**config.mk**
```make
export PLATFORM = sky130hd
export DESIGN_NAME = mul_seq_radix
export DESIGN_NICKNAME = d
export VERILOG_FILES = /design/src/rtl/mul_seq_pkg.sv /design/src/rtl/mul_step.sv /design/src/rtl/mul_seq_radix.sv
export SDC_FILE = /design/constraint.sdc
export NUM_CORES = 1
export LEC_CHECK = 0
export CAP_MARGIN = 20
export CORE_UTILIZATION = 58
export CTS_CLUSTER_DIAMETER = 60
export CTS_CLUSTER_SIZE = 16
export DETAILED_ROUTE_END_ITERATION = 12
export GPL_ROUTABILITY_DRIVEN = 0
export HOLD_SLACK_MARGIN = 0.12
export PLACE_DENSITY_LB_ADDON = 0.1
export SETUP_SLACK_MARGIN = 0.5
export SYNTH_ARGS = -nofsm -noshare
export SYNTH_HDL_FRONTEND = slang
export SYNTH_SLANG_ARGS = --single-unit
```
**constraint.sdc**
```tcl
create_clock -name CLK -period 5.8 [get_ports CLK]
set_clock_uncertainty 0.2 [all_clocks]
set_input_delay 0.87 -clock CLK [delete_from_list [all_inputs] [get_ports CLK]]
set_output_delay 0.87 -clock CLK [all_outputs]
set_load 0.01 [all_outputs]
```
**src/rtl/mul_seq_pkg.sv**
```systemverilog
// rtl/mul_seq_pkg.sv - state encoding and step-count helper shared by the sequential multiplier
package mul_seq_pkg;

  typedef enum logic [1:0] {
    ST_IDLE = 2'd0,
    ST_RUN  = 2'd1,
    ST_DONE = 2'd2
  } state_e;

  function automatic int calc_steps(input int len, input int step);
    return len / step;
  endfunction

endpackage

```
**src/rtl/mul_step.sv**
```systemverilog
// rtl/mul_step.sv - one radix-2^STEP partial-product accumulate, purely combinational
module mul_step #(
  parameter int LEN   = 16,
  parameter int STEP  = 1,
  parameter int POS_W = $clog2(2*LEN)
) (
  input  logic [2*LEN-1:0] acc_i,
  input  logic [LEN-1:0]   mcand_i,
  input  logic [STEP-1:0]  mbits_i,
  input  logic [POS_W-1:0] pos_i,
  output logic [2*LEN-1:0] acc_o
);

  logic [2*LEN-1:0] pp;

  always_comb begin
    pp    = {{LEN{1'b0}}, mcand_i} * {{(2*LEN-STEP){1'b0}}, mbits_i};
    acc_o = acc_i + (pp << pos_i);
  end

endmodule

```
**src/rtl/mul_seq_radix.sv**
```systemverilog
// rtl/mul_seq_radix.sv - sequential shift-add multiplier retiring STEP multiplier bits per cycle
module mul_seq_radix
  import mul_seq_pkg::*;
#(
  parameter int LEN  = 16,
  parameter int STEP = 1
) (
  input  logic             CLK,
  input  logic             RST,
  input  logic             START,
  input  logic             SGN,
  input  logic [LEN-1:0]   A,
  input  logic [LEN-1:0]   B,
  output logic             BUSY,
  output logic             DONE,
  output logic [2*LEN-1:0] P,
  output logic [LEN-1:0]   Y
);

  localparam int N     = calc_steps(LEN, STEP);
  localparam int CNT_W = (N > 1) ? $clog2(N) : 1;
  localparam int POS_W = $clog2(2*LEN);
  localparam logic [CNT_W-1:0] CNT_LAST = CNT_W'(N - 1);

  if (STEP < 1 || STEP > LEN || (LEN % STEP) != 0) begin : g_bad_step
    $error("mul_seq_radix: STEP must divide LEN and lie in 1..LEN");
  end

  state_e           state_q, state_d;
  logic [CNT_W-1:0] cnt_q, cnt_d;
  logic [LEN-1:0]   a_q, a_d;
  logic [LEN-1:0]   b_q, b_d;
  logic             neg_q, neg_d;
  logic [2*LEN-1:0] acc_q, acc_d;
  logic [2*LEN-1:0] p_q, p_d;
  logic [2*LEN-1:0] acc_next;
  logic [POS_W-1:0] pos;

  always_comb begin
    pos = POS_W'(int'(cnt_q) * STEP);
  end

  mul_step #(
    .LEN  (LEN),
    .STEP (STEP),
    .POS_W(POS_W)
  ) u_step (
    .acc_i  (acc_q),
    .mcand_i(a_q),
    .mbits_i(b_q[STEP-1:0]),
    .pos_i  (pos),
    .acc_o  (acc_next)
  );

  // Operands are held as magnitudes; the sign is reapplied once on the completion edge.
  always_comb begin
    state_d = state_q;
    cnt_d   = cnt_q;
    a_d     = a_q;
    b_d     = b_q;
    neg_d   = neg_q;
    acc_d   = acc_q;
    p_d     = p_q;
    case (state_q)
      ST_IDLE, ST_DONE: begin
        if (START) begin
          a_d     = (SGN && A[LEN-1]) ? (~A + 1'b1) : A;
          b_d     = (SGN && B[LEN-1]) ? (~B + 1'b1) : B;
          neg_d   = SGN & (A[LEN-1] ^ B[LEN-1]);
          acc_d   = '0;
          cnt_d   = '0;
          state_d = ST_RUN;
        end
      end
      ST_RUN: begin
        acc_d = acc_next;
        b_d   = b_q >> STEP;
        if (cnt_q == CNT_LAST) begin
          p_d     = neg_q ? (~acc_next + 1'b1) : acc_next;
          state_d = ST_DONE;
        end else begin
          cnt_d = cnt_q + 1'b1;
        end
      end
      default: state_d = ST_IDLE;
    endcase
  end

  always_ff @(posedge CLK) begin
    if (RST) begin
      state_q <= ST_IDLE;
      cnt_q   <= '0;
      a_q     <= '0;
      b_q     <= '0;
      neg_q   <= 1'b0;
      acc_q   <= '0;
      p_q     <= '0;
    end else begin
      state_q <= state_d;
      cnt_q   <= cnt_d;
      a_q     <= a_d;
      b_q     <= b_d;
      neg_q   <= neg_d;
      acc_q   <= acc_d;
      p_q     <= p_d;
    end
  end

  assign BUSY = (state_q == ST_RUN);
  assign DONE = (state_q == ST_DONE);
  assign P    = p_q;
  assign Y    = p_q[LEN-1:0];

endmodule

```
After elaboration in Yosys (flattened, before gate mapping)
Index checks and enable logic that the tools add are counted.

Reductions and logical operators: 10. Eq/ne operators: 6. Shifts and indexed selects: 1. Mux-type cells: 13. Bitwise logic cells: 5. $mul: 1. Add/subtract/negate cells: 5.

Operators with widths (number): 2-to-1 mux 32 bit (2); one-hot mux 32 bit (2 select lines) (1); 2-to-1 mux 16 bit (3); adder 16 x 1 -> 16 bit (second input constant) (2); adder 32 x 1 -> 32 bit (second input constant) (1); adder 32 bit (1); NOT 16 bit (2); NOT 32 bit (1); one-hot mux 16 bit (2 select lines) (1); left shift 17 x 4 -> 32 bit (1); multiplier 16 x 1 -> 17 bit (1); 2-to-1 mux 4 bit (2); one-hot mux 4 bit (2 select lines) (1); AND reduction 2 bit (4); adder 4 x 1 -> 4 bit (second input constant) (1); equality test 4 bit (second input constant) (1); 2-to-1 mux 2 bit (2); != test 2 bit (second input constant) (2); one-hot mux 2 bit (2 select lines) (1); AND reduction 3 bit (1); equality test 2 x 1 -> 1 bit (second input constant) (1); equality test 2 bit (second input constant) (1); logical AND 1 bit (2); logical NOT 2 bit (1); other kinds (5) (5).

Word-level logic and storage cells: 48. Output and inout port bits: 50. Register bits after elaboration: 103.

Logic depth before layout (Yosys ltp)
Gate-level depths: netlist (run 1).

Depth in word-level cells: 6. Depth in mapped cells: 22.

Hierarchy
Synthesis (run 1) repeated with hierarchy kept, for this count alone.

Cells, all modules: 1070. Area, all modules: 8091.5 sq um.

Modules (own cells, without submodules): mul_seq_radix (sequential area each 2062.0 sq um, area each 5233.8 sq um, cells an instance 635, times used 1); mul_step (sequential area each 0.0 sq um, area each 2857.7 sq um, cells an instance 435, times used 1).

Least setup slack after synthesis (run 1)
OpenSTA, ideal clock, no wires.

Kind: register -> register. Start: reg cnt_q[0]. End: reg p_q[22] (netlist: P[22]). Data required time: 5.514 ns. Period minus slack after synthesis: 5.251 ns. Slack: 0.549 ns. Setup time: 0.086 ns. Stages on the path, launching flop included: 20. Buffers on the path: 4. Arrival: 4.965 ns. Cells stage by stage: dfxtp_1 clkbuf_1 buf_1 mux2_2 o211ai_1 nor2_1 a31oi_1 nor2_1 ha_1 clkbuf_1 and4_1 a41oi_2 o31ai_1 xor2_1 or4_1 clkbuf_1 or4b_4 o31ai_4 xor2_1 a211oi_1.

Word-level cells in the longest chain between the ends: 5. Elaborated cells on any way between the ends: 7.

RTL lines: start, declared (line mul_seq_radix.sv:30) `logic [CNT_W-1:0] cnt_q, cnt_d;`; start signal, assigned (line mul_seq_radix.sv:100) `cnt_q <= cnt_d;`; left shift 17 x 4 -> 32 bit (line mul_step.sv:18) `acc_o = acc_i + (pp << pos_i);`; adder 32 bit (line mul_step.sv:18); NOT 32 bit (line mul_seq_radix.sv:79) `p_d = neg_q ? (~acc_next + 1'b1) : acc_next;`; adder 32 x 1 -> 32 bit (line mul_seq_radix.sv:79); 2-to-1 mux 32 bit (line mul_seq_radix.sv:79); end signal, assigned (line mul_seq_radix.sv:105) `p_q <= p_d;`; end, declared (line mul_seq_radix.sv:35) `logic [2*LEN-1:0] p_q, p_d;`.

Parallel ways exist; a longest one is shown, timed or not. A chain may end at the register's enable or synchronous reset.

Worst setup path after layout (run 1)
Ends and elaborated chain as after synthesis.

==> summary.md, run 1 <==
| Metric | Value |
|---|---|
| Run status | completed |
| Mean area per synthesized cell | approximately 7.6 sq um |
| Hold WC Path Type | flip-flop to flip-flop |
| Commonest non-fill, non-tap cell in the layout | nor2_1 |
| CTS buffer count | 9 |
| I/O pins | 86 |
| Core Util, Final | 68.4% |
| Yosys Warn Count | 0 |
| Overall Power | approximately 1.7 mW |
| Worst-skew pair later-pin latency | 0.36 ns |
| Cell type with the largest total area after synthesis | dfxtp_1 |
| Starting density of the core | 59.3% |
| GRT Resource Usage Total | 27.9% |
| Min cycle time layout | 5.05 ns |
| Most frequent cells in the layout | nor2_1, nand2_1, dfxtp_1 |
| PD cells | about 180 mW/mm^2 |
| Vias/cell | 6.03 |
| Pins Over Slew Limit | 0 |
| Layout area overhead | 15.2% |
| CP Class | flip-flop to flip-flop |
| Slowest cell delay on critical path | 0.56 ns |
| # rows | 42 |
| Clock Pin Slew Worst Setup and Hold Paths | about 0.070 ns |
| Synth cell types | 67 |
| CTS tree | built |
| RSZ-0062 raised after global routing | yes |
| Post-synth top area share | between 20% and 30% |
| Post-synth ARST share | 0% |
| Crit path DAT | 5.13 ns |
| Via count | 7,493 |
| Initial DRC count | 557 |
| Final Hold Viols | 0 |
| Number of global-route vias before repair | 6,635 |
| # hold bufs at CTS | 0 |
| Post-route DRC | 0 |
| Fin crit share | 87.2% |
| Clock tree sinks | between 100 and 150 |
| Fillcell total | 1,159 |
| Flops & latches, synth | approximately 100 |
| Worst Path Buf+Inv | 1 |
| Post-synth EDFFs | 0 |
| Final WL | roughly 19,000 um |
| Final setup viols | 0 |
| Post-Route Setup TNS | 0 ns |
| Reg area | around 0.0021 sq mm |
| Net count, final | about 1,100 |
| Worst path cell trace | buf_4 > mux2_2 > o211ai_1 > nor2_1 > a31oi_2 > nor2_1 > ha_2 > and3_1 > a221oi_2 > nand2_1 > xor2_1 > or2_1 > or4_4 > or4b_4 > o31ai_4 > xor2_1 > a211oi_1 |
| Max Fclk | 198 MHz |
| Slew margin rel. | 24.9% |
| Ys flop type | dfxtp_1 |
| Die Wd | 118 um |
| Gr ovfl total | 0 |
| Layout cells sized above 1 | 6.85% |
| Reg-to-reg slack, setup | 0.75 ns |
| First-pass GRT wire length | 31,900 um |
| CTS Root Cell | clkbuf_16 |
| Sequential-to-total area share from yosys stat | 26.3% |
| Leak | 3.31 nW |
| Fin Hold WS | 0.263 ns |
| Worst Tran Pin Value | 1.12 ns |
| Port bufs | 85 |
| Required @ worst endpoint | around 5.9 ns |
| H-tree levels | 3 |
| DRT Pass-1 Iters | 6 |
| Cell Area, Synth | 0.00783 sq mm |
| Main area contributors after synthesis | dfxtp_1, nor2_1, ha_1 |
| Max cap viols | 0 |
| Die H | 118 um |
| VDD IR-drop max | 0.130 mV |
| Die Area | around 0.014 sq mm |
| Syn_nets | 1,107 |
| Wire length per cell | 15.4 um |
| Clk buf depth | 2 |
| Worst-path cell with the longest stage delay | or4_4 |
| Crit-path max FO | 12 |
| Core Region | 0.0132 sq mm |
| Detail Placement HPWL | ~14,000 um |
| Footprint of the multi-input gates | 0.00535 sq mm |
| Startpoint Class | flip-flop |
| Pin count of the biggest net entering global routing | 64 |
| Crit-path leading delay family | simple AND/OR/NAND/NOR gates |
| Ant diodes | 0 |
| Syn Inst Count | ~1,000 |
| Worst setup EP type | flip-flop |
| Final ANT Viol Nets | 0 |
| Initial antenna violation count | 0 |
## synth_stat cells (all sizes together) (9+ instances only)
master / instances
nor3: 17
a21oi: 85
nand2: 102
clkbuf: 63
nand4: 12
a22oi: 51
buf: 25
o21ai: 54
mux2i: 17
nor4: 9
or3: 9
xnor2: 32
xor2: 47
ha: 35
inv: 20
a211oi: 35
mux2: 10
nor2: 121
o211ai: 9
o22ai: 9
a31oi: 13
dfxtp: 103
and2: 15
o31ai: 15
nand3: 30
## area by class of cell
class / instances / share of cell area, %
repair buffers: 103 / 11.0
multi-input cells: 824 / 59.4
clock inverters: 5 / 0.721
inverters: 20 / 0.832
well taps: 176 / 2.44
flip-flops and latches: 103 / 22.9
clock buffers: 11 / 2.69
## tightest hold or removal path, cell delays in order (launching register included)
cell     delay, ns
dfxtp_1       0.32
nand2_1       0.05
a21oi_1       0.05
## layer usage
layer	up-vias	global-route usage [%]	share of wire, %
li1	3830	-	-
met1	3360	38.4	46
met2	263	44.1	45
met3	40	3.04	6.1
met4	0	12.5	3.0
met5	-	0	0
## power breakdown
part	total, mW	internal (mW)	switching [mW]
clock	0.631	0.351	0.279
sequential	0.748	0.728	0.0204
combinational	0.278	0.119	0.159
total	1.66	1.20	0.459
## timing repair
action	CTS	global route
buffers inserted	0	2
setup endpoints to repair	7	13
pin swaps	0	2
resized for setup	2	10
## worst paths after layout
check,startpoint,to,cells past startpoint
setup reg to reg,cnt_q[0]$_SDFFE_PP0P_,P[22]$_SDFFE_PP0P_,17
setup / recovery,cnt_q[0]$_SDFFE_PP0P_,P[22]$_SDFFE_PP0P_,17
hold reg to reg,a_q[10]$_SDFFE_PP0P_,a_q[10]$_SDFFE_PP0P_,2
hold / removal,a_q[10]$_SDFFE_PP0P_,a_q[10]$_SDFFE_PP0P_,2
## registers in the layout (all words and copies together) (netlist names)
name	count
cnt_q	4
b_q	16
neg_q	1
P	32
acc_q	32
a_q	16
state_q	2
## metrics by stage
| step | cell area (sq um) | std cells | setup slack [ns] |
|---|---|---|---|
| 3_3_place_gp | 8630 | 1223 | 0.519 |
| 5_1_grt | 9020 | 1242 | 0.457 |
| 4_1_cts | 8950 | 1239 | 0.513 |
| 3_5_place_dp | 8630 | 1223 | 0.372 |
| 2_1_floorplan | 7830 | 1035 | 0.549 |
| 6_report | 9020 | 1242 | 0.745 |
## cells by family (layout without fill, tap and decap cells)
family | Yosys count | count (layout) | synth area share, %
compound gates | 320 | 320 | 27.3
xor+xnor | 79 | 79 | 8.84
fa+ha+maj | 36 | 36 | 5.85
buf+inv | 108 | 139 | 6.09
flops | 103 | 103 | 26.3
mux | 27 | 27 | 3.61
simple gates | 362 | 362 | 22.0
No activity file was read; power rests on OpenSTA's default activity.
==> inputs of run 2 (changes only) <==
==> constraint.sdc (replaced) <==
create_clock -name CLK -period 5.8 [get_ports CLK]
set_clock_uncertainty 0.2 [all_clocks]
set_input_delay 0.87 -clock CLK [delete_from_list [all_inputs] [get_ports CLK]]
set_output_delay 0.87 -clock CLK [all_outputs]
set_load 0.1 [all_outputs]
==> summary.md, run 2 (synthesis results as in run 1) <==
| Metric | Value |
|---|---|
| Vias/cell | 6.02 (was 6.03) |
| Die Area | 0.0140 sq mm (unchanged) |
| Most frequent cells in the layout | nor2_1, nand2_1, dfxtp_1 (unchanged) |
| Crit-path max FO | 9 (was 12) |
| Initial DRC count | 546 (was 557) |
| Critical Path Sink | P[31]$_SDFFE_PP0P_ (was P[22]$_SDFFE_PP0P_) |
| Worst path most repeated cell | nor2_1 |
| Initial antenna violation count | 0 (unchanged) |
| Net count, final | 1,136 (was 1,133) |
| Layout cells sized above 1 | 7.30% (was 6.85%) |
| CTS Root Cell | clkbuf_16 (unchanged) |
| Clock Pin Slew Worst Setup and Hold Paths | 0.07 ns (about the same) |
| Max Fclk | 196 MHz (was 198 MHz) |
| Die H | 118 um (unchanged) |
| Starting density of the core | 59.3% (unchanged) |
| Startpoint Class | flip-flop (unchanged) |
| Final WL | 19,300 um (was 19,200 um) |
| # rows | 42 (unchanged) |
| RSZ-0062 raised after global routing | no (was yes) |
| First-pass GRT wire length | 31,300 um (was 31,900 um) |
| Gr ovfl total | 0 (unchanged) |
| Reg area | 0.00206 sq mm (was 0.00207 sq mm) |
| Worst-skew pair later-pin latency | 0.36 ns (about the same) |
| Post-Route Setup TNS | 0 ns (unchanged) |
| Final ANT Viol Nets | 0 (unchanged) |
| Pins Over Slew Limit | 0 (unchanged) |
| Clk buf depth | 2 (unchanged) |
| Layout area overhead | 15.5% (was 15.2%) |
| Slew margin rel. | 32.8% (was 24.9%) |
| CP Class | flip-flop to flip-flop (unchanged) |
| Worst Path Buf+Inv | 1 (unchanged) |
| CTS buffer count | 9 (unchanged) |
| Min cycle time layout | 5.11 ns (was 5.05 ns) |
| Max cap viols | 0 (unchanged) |
| Hold WC Path Type | flip-flop to flip-flop (unchanged) |
| Reg-to-reg slack, setup | 0.69 ns (was 0.75 ns) |
| Die Wd | 118 um (unchanged) |
| Critical path startpoint | cnt_q[0]$_SDFFE_PP0P_ (unchanged) |
| R2R Path Start | cnt_q[0]$_SDFFE_PP0P_ (unchanged) |
| Leak | 3.32 nW (was 3.31 nW) |
| GRT Resource Usage Total | 27.3% (was 27.9%) |
| Detail Placement HPWL | 14,200 um (was 14,300 um) |
| Worst Tran Pin Value | 1.00 ns (was 1.12 ns) |
| Length in cells of the worst reg-to-reg path | 17 (unchanged) |
| Fillcell total | 1,175 (was 1,159) |
| Worst path cell trace | mux2_2 > o211ai_1 > nor2_1 > a31oi_1 > nor2_1 > ha_1 > and3_1 > a221oi_2 > nand2_1 > xor2_1 > or2_1 > or4b_1 > nor4_4 > buf_4 > a41oi_1 > xnor2_1 > o31ai_1 (was buf_4 > mux2_2 > o211ai_1 > nor2_1 > a31oi_2 > nor2_1 > ha_2 > and3_1 > a221oi_2 > nand2_1 > xor2_1 > or2_1 > or4_4 > or4b_4 > o31ai_4 > xor2_1 > a211oi_1) |
| Clock tree sinks | 103 (unchanged) |
| H-tree levels | 3 (unchanged) |
| Fin crit share | 88.1% (was 87.2%) |
| Via count | 7,495 (was 7,493) |
| FF-to-FF End | P[31]$_SDFFE_PP0P_ (was P[22]$_SDFFE_PP0P_) |
| Ant diodes | 0 (unchanged) |
| Worst-path cell with the longest stage delay | or4b_1 (was or4_4) |
| PD cells | 182 mW/mm^2 (was 184 mW/mm^2) |
| Fin Hold WS | 0.263 ns (about the same) |
| Final Hold Viols | 0 (unchanged) |
| Footprint of the multi-input gates | 0.00535 sq mm (unchanged) |
| Run status | completed (unchanged) |
| Required @ worst endpoint | 5.88 ns (about the same) |
| VDD IR-drop max | 0.134 mV (was 0.130 mV) |
| Pin count of the biggest net entering global routing | 72 (was 64) |
| Slowest cell delay on critical path | 0.66 ns (was 0.56 ns) |
| Wire length per cell | 15.5 um (was 15.4 um) |
| Port bufs | 85 (unchanged) |
| Commonest non-fill, non-tap cell in the layout | nor2_1 (unchanged) |
| Crit-path leading delay family | simple AND/OR/NAND/NOR gates (unchanged) |
| Number of global-route vias before repair | 6,518 (was 6,635) |
| I/O pins | 86 (unchanged) |
| Crit path DAT | 5.19 ns (was 5.13 ns) |
| Final setup viols | 0 (unchanged) |
| Post-route DRC | 0 (unchanged) |
| Critical path depth | 17 (unchanged) |
| Worst setup EP type | flip-flop (unchanged) |
| Core Region | 0.0132 sq mm (unchanged) |
| CTS tree | built (unchanged) |
| DRT Pass-1 Iters | 5 (was 6) |
==> run 2: cell types whose count changed in the layout (fill, tap and decap cells not counted), moves of 2 or more <==
cell and delta:
buf_4 +2, clkinv_4 -2, clkinvlp_4 +2, o21ai_0 -2
o21ai_1 +2
==> run 2: repair_timing <==
action / CTS / global route
gates resized for setup: 1 / 13
buffers inserted: 0 / 4
pin swaps: 0 / 3
endpoints found under the setup margin: 6 / 12
hold buffers: 0 / 0
cloned: 0 / 0
==> run 2: how the worst min path moves through the flow <==
stage | cells past startpoint | to | slack, ns | from
floorplan | 2 | a_q[10]$_SDFFE_PP0P_ | 0.24 | a_q[10]$_SDFFE_PP0P_
global placement | 2 | P[2]$_SDFFE_PP0P_ | 0.25 | P[2]$_SDFFE_PP0P_
detailed placement | 2 | a_q[8]$_SDFFE_PP0P_ | 0.26 | a_q[8]$_SDFFE_PP0P_
CTS | 2 | a_q[8]$_SDFFE_PP0P_ | 0.27 | a_q[8]$_SDFFE_PP0P_
global route | 2 | a_q[8]$_SDFFE_PP0P_ | 0.28 | a_q[8]$_SDFFE_PP0P_
finish | 2 | a_q[8]$_SDFFE_PP0P_ | 0.26 | a_q[8]$_SDFFE_PP0P_
==> run 2: cell type report <==
type,count,share of cell area [%]
inverter,20,0.830
tap,176,2.44
timing repair buffer,106,11.4
sequential,103,22.8
clock inverter,6,0.747
clock buffer,10,2.53
multi-input combinational,824,59.2
==> run 2: per-layer routing <==
layer	wire, um	track usage, %
met1	8840	36.3
met2	8670	44.1
met3	1200	4.58
met4	551	10.2
met5	0	0
==> run 2: power by group <==
part / internal (mW) / total, mW / switching [mW] / leakage, nW
combinational: 0.117 / 0.283 / 0.166 / 2.34
clock: 0.337 / 0.621 / 0.283 / 0.139
sequential: 0.728 / 0.745 / 0.0171 / 0.836
total: 1.18 / 1.65 / 0.466 / 3.32
==> run 2: worst reg2reg max path, stage by stage, from the launching register on <==
cell      delay (ns)
dfxtp_2         0.45
mux2_2          0.39
o211ai_1        0.29
nor2_1          0.07
a31oi_1         0.27
nor2_1          0.08
ha_1            0.41
and3_1          0.26
a221oi_2        0.30
nand2_1         0.14
xor2_1          0.21
or2_1           0.28
or4b_1          0.66
nor4_4          0.29
buf_4           0.19
a41oi_1         0.16
xnor2_1         0.17
o31ai_1         0.19
==> run 2: per-stage QoR <==
stage / instance area, sq um / utilization (%) / setup WS, ns / instances / total power [mW]
floorplan: 7830 / - / 0.549 / 1035 / 0.948
global placement: 8650 / 65.6 / 0.525 / 1224 / 1.02
detailed placement: 8650 / 65.6 / 0.421 / 1224 / 1.03
CTS: 8950 / 67.8 / 0.530 / 1240 / 1.64
global route: 9040 / 68.5 / 0.470 / 1245 / 1.71
finish: 9040 / 68.5 / 0.688 / 1245 / 1.65
==> inputs of run 3 (changes only) <==
--- a/config.mk
+++ b/config.mk
@@ -14,6 +14,7 @@
 export HOLD_SLACK_MARGIN = 0.12
 export PLACE_DENSITY_LB_ADDON = 0.1
 export SETUP_SLACK_MARGIN = 0.5
+export SKIP_CTS_REPAIR_TIMING = 1
 export SYNTH_ARGS = -nofsm -noshare
 export SYNTH_HDL_FRONTEND = slang
 export SYNTH_SLANG_ARGS = --single-unit
==> results of run 3 <==
The final DEF is identical to that of run 2; final timing and power are the same.
